### config.mk
export PLATFORM = sky130hd
export DESIGN_NAME = spike_fanout_dispatcher_flat
export DESIGN_NICKNAME = d
export VERILOG_FILES = /design/src/rtl/spike_fanout_dispatcher_if.sv /design/src/rtl/spike_fanout_dispatcher.sv /design/src/flat_wrapper.sv
export SDC_FILE = /design/constraint.sdc
export NUM_CORES = 1
export LEC_CHECK = 0
export BUFFER_PORTS_ARGS = -buffer_cell sky130_fd_sc_hd__buf_2
export CORE_UTILIZATION = 50
export DETAILED_ROUTE_END_ITERATION = 10
export HOLD_SLACK_MARGIN = 0.1
export PLACE_DENSITY = 0.78
export SETUP_SLACK_MARGIN = 0.3
export SYNTH_ARGS = -nofsm -noshare
export SYNTH_HDL_FRONTEND = slang
export SYNTH_SLANG_ARGS = --single-unit
### constraint.sdc
create_clock -name clk -period 2.5 [get_ports clk]
set_input_delay 0.125 -clock clk [delete_from_list [all_inputs] [get_ports clk]]
set_output_delay 0.125 -clock clk [all_outputs]
set_load 0.03 [all_outputs]
### src/rtl/spike_fanout_dispatcher_if.sv
// Bundle of spike input, weight-matrix read port and synaptic event output.
// Latency: none (wires only).
// Backpressure: spike_valid/spike_ready and syn_valid/syn_ready handshakes.
interface spike_fanout_dispatcher_if #(
  parameter int numwidth = 16,
  parameter int tagbits  = 1
);
  logic                spike_valid;
  logic [tagbits-1:0]  spike_tag;
  logic                spike_ready;

  logic [tagbits-1:0]  wm_src_tag;
  logic [tagbits-1:0]  wm_dst_tag;
  logic [numwidth:0]   wm_weight;

  logic                syn_valid;
  logic                syn_ready;
  logic [tagbits-1:0]  syn_src;
  logic [tagbits-1:0]  syn_dst;
  logic [numwidth:0]   syn_weight;

  // Dispatcher side.
  modport master (
    input  spike_valid, spike_tag, wm_weight, syn_ready,
    output spike_ready, wm_src_tag, wm_dst_tag,
           syn_valid, syn_src, syn_dst, syn_weight
  );

  // Environment side: spike source, weight matrix and accumulator.
  modport slave (
    output spike_valid, spike_tag, wm_weight, syn_ready,
    input  spike_ready, wm_src_tag, wm_dst_tag,
           syn_valid, syn_src, syn_dst, syn_weight
  );
endinterface

### src/rtl/spike_fanout_dispatcher.sv
// Buffers spike tags and sweeps one weight-matrix row per spike, emitting weighted events.
// Latency: first event valid 2 edges after a push into an empty idle block; 2 cycles/event, 1 per skipped weight.
// Backpressure: syn_ready low holds the event; spike_ready = !fifo_full. Option macro DISPATCH_SKIP_ZERO_EN skips zero weights.
module spike_fanout_dispatcher #(
  parameter int numwidth   = 16,
  parameter int tagbits    = 1,
  parameter int numneurons = 2,
  parameter int fifodepth  = 4,
  parameter int fifobits   = 2
) (
  input  logic                       clk,
  input  logic                       rst,
  spike_fanout_dispatcher_if.master  bus,
  output logic                       busy,
  output logic                       sweep_done
);

  typedef enum logic [1:0] {IDLE, SCAN, EMIT} state_t;

  localparam logic [tagbits-1:0] last_dst = tagbits'(numneurons - 1);
  localparam logic [fifobits:0]  full_cnt = (fifobits + 1)'(fifodepth);

  // Spike tag FIFO
  logic [tagbits-1:0]  fifo_mem [fifodepth];
  logic [fifobits-1:0] wr_ptr;
  logic [fifobits-1:0] rd_ptr;
  logic [fifobits:0]   count;
  logic                push;
  logic                pop;

  // Sweep state
  state_t              state, state_n;
  logic [tagbits-1:0]  cur_src, cur_src_n;
  logic [tagbits-1:0]  dst_cnt, dst_n;
  logic [tagbits-1:0]  wm_src_q, wm_dst_q;

  // Registered event outputs
  logic                syn_valid_q, syn_valid_n;
  logic [tagbits-1:0]  syn_src_q, syn_src_n;
  logic [tagbits-1:0]  syn_dst_q, syn_dst_n;
  logic [numwidth:0]   syn_weight_q, syn_weight_n;
  logic                done_q, done_n;
  logic                emittable;

  // A full FIFO refuses spikes even if a pop happens this cycle: no pass-through.
  assign bus.spike_ready = (count != full_cnt);
  assign push            = bus.spike_valid && bus.spike_ready;
  assign pop             = (state == IDLE) && (count != '0);

`ifdef DISPATCH_SKIP_ZERO_EN
  // Zero magnitude means no connection, whatever the sign bit says.
  assign emittable = (bus.wm_weight[numwidth-1:0] != '0);
`else
  assign emittable = 1'b1;
`endif

  // Matrix address is live during SCAN and holds its last value otherwise.
  assign bus.wm_src_tag = (state == SCAN) ? cur_src : wm_src_q;
  assign bus.wm_dst_tag = (state == SCAN) ? dst_cnt : wm_dst_q;

  assign bus.syn_valid  = syn_valid_q;
  assign bus.syn_src    = syn_src_q;
  assign bus.syn_dst    = syn_dst_q;
  assign bus.syn_weight = syn_weight_q;
  assign sweep_done     = done_q;
  assign busy           = (state != IDLE) || (count != '0);

  // FIFO storage write; contents need no reset since count gates every read.
  always_ff @(posedge clk) begin
    if (push) begin
      fifo_mem[wr_ptr] <= bus.spike_tag;
    end
  end

  // FIFO pointers and occupancy; wrap is natural modulo the power-of-two depth.
  always_ff @(posedge clk or posedge rst) begin
    if (rst) begin
      wr_ptr <= '0;
      rd_ptr <= '0;
      count  <= '0;
    end else begin
      if (push) begin
        wr_ptr <= wr_ptr + 1'b1;
      end
      if (pop) begin
        rd_ptr <= rd_ptr + 1'b1;
      end
      case ({push, pop})
        2'b10:   count <= count + 1'b1;
        2'b01:   count <= count - 1'b1;
        default: count <= count;
      endcase
    end
  end

  // Sweep state and event registers; reset drops syn_valid asynchronously.
  always_ff @(posedge clk or posedge rst) begin
    if (rst) begin
      state        <= IDLE;
      cur_src      <= '0;
      dst_cnt      <= '0;
      wm_src_q     <= '0;
      wm_dst_q     <= '0;
      syn_valid_q  <= 1'b0;
      syn_src_q    <= '0;
      syn_dst_q    <= '0;
      syn_weight_q <= '0;
      done_q       <= 1'b0;
    end else begin
      state        <= state_n;
      cur_src      <= cur_src_n;
      dst_cnt      <= dst_n;
      syn_valid_q  <= syn_valid_n;
      syn_src_q    <= syn_src_n;
      syn_dst_q    <= syn_dst_n;
      syn_weight_q <= syn_weight_n;
      done_q       <= done_n;
      if (state == SCAN) begin
        wm_src_q <= cur_src;
        wm_dst_q <= dst_cnt;
      end
    end
  end

  // Next-state: pop in IDLE, probe one column per SCAN cycle, hold the event in EMIT.
  always_comb begin
    state_n      = state;
    cur_src_n    = cur_src;
    dst_n        = dst_cnt;
    syn_valid_n  = syn_valid_q;
    syn_src_n    = syn_src_q;
    syn_dst_n    = syn_dst_q;
    syn_weight_n = syn_weight_q;
    done_n       = 1'b0;
    case (state)
      IDLE: begin
        if (count != '0) begin
          cur_src_n = fifo_mem[rd_ptr];
          dst_n     = '0;
          state_n   = SCAN;
        end
      end
      SCAN: begin
        if (emittable) begin
          syn_valid_n  = 1'b1;
          syn_src_n    = cur_src;
          syn_dst_n    = dst_cnt;
          syn_weight_n = bus.wm_weight;
          state_n      = EMIT;
        end else if (dst_cnt == last_dst) begin
          done_n  = 1'b1;
          state_n = IDLE;
        end else begin
          dst_n = dst_cnt + 1'b1;
        end
      end
      EMIT: begin
        if (bus.syn_ready) begin
          syn_valid_n = 1'b0;
          if (dst_cnt == last_dst) begin
            done_n  = 1'b1;
            state_n = IDLE;
          end else begin
            dst_n   = dst_cnt + 1'b1;
            state_n = SCAN;
          end
        end
      end
      default: begin
        state_n = IDLE;
      end
    endcase
  end

endmodule

### src/flat_wrapper.sv
// flat-port wrapper written by rule: the top's interface ports become plain ports
module spike_fanout_dispatcher_flat 
#(
  parameter int numwidth   = 16,
  parameter int tagbits    = 1,
  parameter int numneurons = 2,
  parameter int fifodepth  = 4,
  parameter int fifobits   = 2
)
  (clk, rst, busy, sweep_done, bus_spike_valid, bus_spike_tag, bus_wm_weight, bus_syn_ready, bus_spike_ready, bus_wm_src_tag, bus_wm_dst_tag, bus_syn_valid, bus_syn_src, bus_syn_dst, bus_syn_weight);
  spike_fanout_dispatcher_if #(.numwidth(numwidth), .tagbits(tagbits)) bus_i ();
  input  logic clk;
  input  logic rst;
  output logic busy;
  output logic sweep_done;
  input wire logic [$bits(bus_i.spike_valid)-1:0] bus_spike_valid;
  input wire logic [$bits(bus_i.spike_tag)-1:0] bus_spike_tag;
  input wire logic [$bits(bus_i.wm_weight)-1:0] bus_wm_weight;
  input wire logic [$bits(bus_i.syn_ready)-1:0] bus_syn_ready;
  output wire logic [$bits(bus_i.spike_ready)-1:0] bus_spike_ready;
  output wire logic [$bits(bus_i.wm_src_tag)-1:0] bus_wm_src_tag;
  output wire logic [$bits(bus_i.wm_dst_tag)-1:0] bus_wm_dst_tag;
  output wire logic [$bits(bus_i.syn_valid)-1:0] bus_syn_valid;
  output wire logic [$bits(bus_i.syn_src)-1:0] bus_syn_src;
  output wire logic [$bits(bus_i.syn_dst)-1:0] bus_syn_dst;
  output wire logic [$bits(bus_i.syn_weight)-1:0] bus_syn_weight;
  assign bus_i.spike_valid = bus_spike_valid;
  assign bus_i.spike_tag = bus_spike_tag;
  assign bus_i.wm_weight = bus_wm_weight;
  assign bus_i.syn_ready = bus_syn_ready;
  assign bus_spike_ready = bus_i.spike_ready;
  assign bus_wm_src_tag = bus_i.wm_src_tag;
  assign bus_wm_dst_tag = bus_i.wm_dst_tag;
  assign bus_syn_valid = bus_i.syn_valid;
  assign bus_syn_src = bus_i.syn_src;
  assign bus_syn_dst = bus_i.syn_dst;
  assign bus_syn_weight = bus_i.syn_weight;
  spike_fanout_dispatcher #(.numwidth(numwidth), .tagbits(tagbits), .numneurons(numneurons), .fifodepth(fifodepth), .fifobits(fifobits)) u_core (.clk(clk), .rst(rst), .bus(bus_i), .busy(busy), .sweep_done(sweep_done));
endmodule
==> qor.csv <==
stage;metric;value;unit
status;status;complete, no violations;
synth;Seq/Total Area, Yosys;0.607;
setup_path;element type at the critical path end;flip-flop;
clock_network;Max Root-Sink Buffers;2;
setup_path;critical path required time;2.76;ns
detailed_routing;Vias per Instance;4.69;
detailed_routing;DR WL/cell;12.7;µm
detailed_routing;vias;1280;
setup_path;critical path class;flip-flop to flip-flop;
detailed_routing;Detail Route Antenna Nets;0;
timing;hold slack;0.162;ns
timing;Slew headroom;0.636;
cells_and_area;Final Net Count;256;
clock_network;clock sink total;38;
synth;Mapped Nets;181;
hold_path;Hold WC Path Type;input port to flip-flop;
timing;transition time of the tightest slew-check pin;0.541;ns
synth;Yosys top cell area share;0.532;
power;power density cells;1330;nW/µm²
timing;Tcrit/Tclk final;0.833;
die;Die ar.;3430;µm²
synth;asr flop ratio synth;0.895;
detailed_routing;drc violations;0;
global_routing;first-pass GRT wire length;5590;µm
clock_network;htree depth;2;
power;Final Power;2.91;mW
synth;Synth area leader;dfrtp_1;
global_routing;antenna violations before repair;0;
synth;Cells after Synth;153;
placement;Port Buffers;46;
clock_network;clk slew on worst S/H paths;0.10;ns
die;Initial Util;0.524;
detailed_routing;Starting DRT DRC Count;62;
die;Rows;20;
die;die height;58.6;µm
timing;setup TNS;0;ns
setup_path;CP peak stage delay;0.41;ns
clock_network;total CTS buffers;5;
power;maximum vdd drop;659;µV
synth;Main synth FF type;dfrtp_1;
detailed_routing;first drt pass iteration count;4;
clock_network;worst-skew pair later-pin latency;0.34;ns
die;CORE AREA;3050;µm²
cells_and_area;share of post-route cells with drive strength above 1;0.310;
setup_path;Worst EP arrival;2.34;ns
setup_path;worst-path fanout max;3;
placement;Placed Area;1890;µm²
synth;Mapped Area;1600;µm²
synth;Yosys warnings;0;
synth;Post-synth EDFFs;4;
run;Max-Cap Viols;0;
synth;Seq cells post-synth;38;
detailed_routing;drt total wl;3470;µm
setup_path;critical path's slowest cell;dfrtp_1;
synth;top cells by count, synth;nand2_1 (63), dfrtp_1 (34), inv_1 (7), ha_1 (5);
timing;final worst slack;0.417;ns
die;Horiz. Die Dim;58.6;µm
setup_path;delay-heaviest family, CP;simple AND/OR/NAND/NOR gates;
die;IO Pins;47;
cells_and_area;ANT cells;0;
synth;Netlist cell types;26;
placement;pre-CTS WS;0.339;ns
power;leakage;1.16;nW
global_routing;Total GRT Usage;0.224;
synth;syn avg cell area;10.5;µm²
global_routing;largest net degree at the start of global routing;35;
timing;RSZ-0062 raised after global routing;false;
setup_path;Startpoint Class;flip-flop;
timing;Max Slew Vio Count;0;
setup_path;Crit path buffers/inverters;2;
timing;Setup violations, final;0;
timing;skew final;0.00753;ns
timing;min cycle time layout;2.08;ns
synth;most frequent cell after synthesis;nand2_1;
clock_network;CTS tree;built;
cells_and_area;area delta synth->final;36.5;%
timing;Max Freq;480;MHz
setup_path;critical path cell sequence;or3b_4 > and2_4 > inv_1 > ha_2 > inv_1 > fa_2 > xor2_1 > nor2_1 > xor2_1;
placement;RD Place Congestion;0.699;
clock_network;Root Driver;clkbuf_4;
global_routing;via count of the first global-routing pass;1324;
global_routing;grt ovf;0;
cells_and_area;Finished Cell Area;2180;µm²
placement;Post-DP HPWL;2180;µm
timing;Hold Vio Cnt, Final;0;
synth;ranking of synthesized cells by area;dfrtp_1 (53%), nand2_1 (15%), edfxtp_1 (7.5%), ha_1 (3.9%), and3_2 (1.9%);
cells_and_area;fill count;240;
-- layout by cell type (no fill, tap or decap) --
| cell type | n |
|---|---|
| a21oi_1 | 1 |
| and2_4 | 1 |
| and3_1 | 1 |
| and3_2 | 4 |
| buf_2 | 46 |
| buf_4 | 6 |
| clkbuf_1 | 1 |
| clkbuf_4 | 5 |
| clkbuf_8 | 1 |
| clkinv_2 | 1 |
| dfrtp_1 | 34 |
| dlygate4sd3_1 | 20 |
| edfxtp_1 | 4 |
| fa_2 | 1 |
| ha_1 | 4 |
| ha_2 | 1 |
| inv_1 | 7 |
| mux2_2 | 1 |
| mux2_4 | 1 |
| mux2i_1 | 1 |
| mux4_2 | 1 |
| nand2_1 | 63 |
| nand2b_1 | 2 |
| nand3b_1 | 2 |
| nor2_1 | 4 |
| nor2b_1 | 3 |
| nor3_1 | 1 |
| nor3_2 | 1 |
| o21a_1 | 1 |
| o21ai_0 | 3 |
| or3b_4 | 1 |
| xnor2_1 | 3 |
| xor2_1 | 3 |
-- logic make-up after synthesis --
logic type / count (synthesis) / synth area share
AO/OA/AOI/OAI: 5 / 0.0172
XOR/XNOR: 6 / 0.0329
adder cells (fa/ha/maj): 6 / 0.0516
buffers and inverters: 11 / 0.0266
flip-flops: 38 / 0.607
multiplexers: 4 / 0.0368
AND/OR/NAND/NOR: 83 / 0.228
-- registers in the layout, summed over array words and instances (netlist names) --
| signal | cells |
|---|---|
| u_core.state | 2 |
| u_core.wm_src_q | 1 |
| u_core.count | 3 |
| u_core.bus.syn_dst | 1 |
| u_core.cur_src | 1 |
| u_core.bus.syn_valid | 1 |
| u_core.dst_cnt | 1 |
| u_core.fifo_mem | 4 |
| u_core.wm_dst_q | 1 |
| u_core.wr_ptr | 2 |
| u_core.bus.syn_src | 1 |
| u_core.bus.syn_weight | 17 |
| u_core.sweep_done | 1 |
| u_core.rd_ptr | 2 |
-- worst register-to-register path, cell delays in order (launching register included) --
cell     delay, ns
dfrtp_1       0.41
or3b_4        0.41
and2_4        0.18
inv_1         0.05
ha_2          0.17
inv_1         0.05
fa_2          0.33
xor2_1        0.14
nor2_1        0.12
xor2_1        0.15
-- report_power, final --
group	switching, mW	internal, mW
combinational	0.941	0.556
sequential	0.181	0.910
clock	0.187	0.136
total	1.31	1.60
-- cell type report --
class / instances / area, µm² / area share
sequential: 38 / 971 / 0.445
multi-input combinational: 104 / 596 / 0.273
timing repair buffer: 72 / 475 / 0.218
clock buffer: 7 / 55.1 / 0.0252
tap: 44 / 55.1 / 0.0252
inverter: 7 / 26.3 / 0.0120
clock inverter: 1 / 5.00 / 0.00229
-- layer usage --
metal  up-vias  global-route usage  routed length, µm
li1        628                   -                  -
met3         6              0.0681                219
met5         -                   0                  0
met2        38               0.412               1790
met1       608               0.246               1420
met4         0              0.0748                 45
-- final timing paths --
| kind | from | cells past startpoint | slack (ns) | end |
|---|---|---|---|---|
| min reg2reg | u_core.bus.syn_weight[6] | 2 | 0.48 | u_core.bus.syn_weight[6] |
| max | u_core.count[1] | 9 | 0.42 | u_core.count[2] |
| max in group asynchronous | rst | 4 | 1.78 | u_core.sweep_done |
| min | bus_spike_valid | 3 | 0.16 | u_core.wr_ptr[0] |
| min in group asynchronous | rst | 4 | 0.42 | u_core.bus.syn_dst |
| max reg2reg | u_core.count[1] | 9 | 0.42 | u_core.count[2] |
-- stage by stage --
step,utilization,std cells
floorplan,-,153
global placement,0.619,242
detailed placement,0.619,242
CTS,0.705,270
global route,0.715,273
finish,0.715,273
-- repair_timing --
| action | in CTS | in global routing |
|---|---|---|
| endpoints found under the setup margin | 0 | 1 |
| hold endpoints to repair | 58 | 0 |
| setup buffers | 0 | 3 |
| gates resized for setup | 0 | 3 |
| hold buffers | 20 | 0 |
Note: power is estimated with default switching activity, not from simulation.
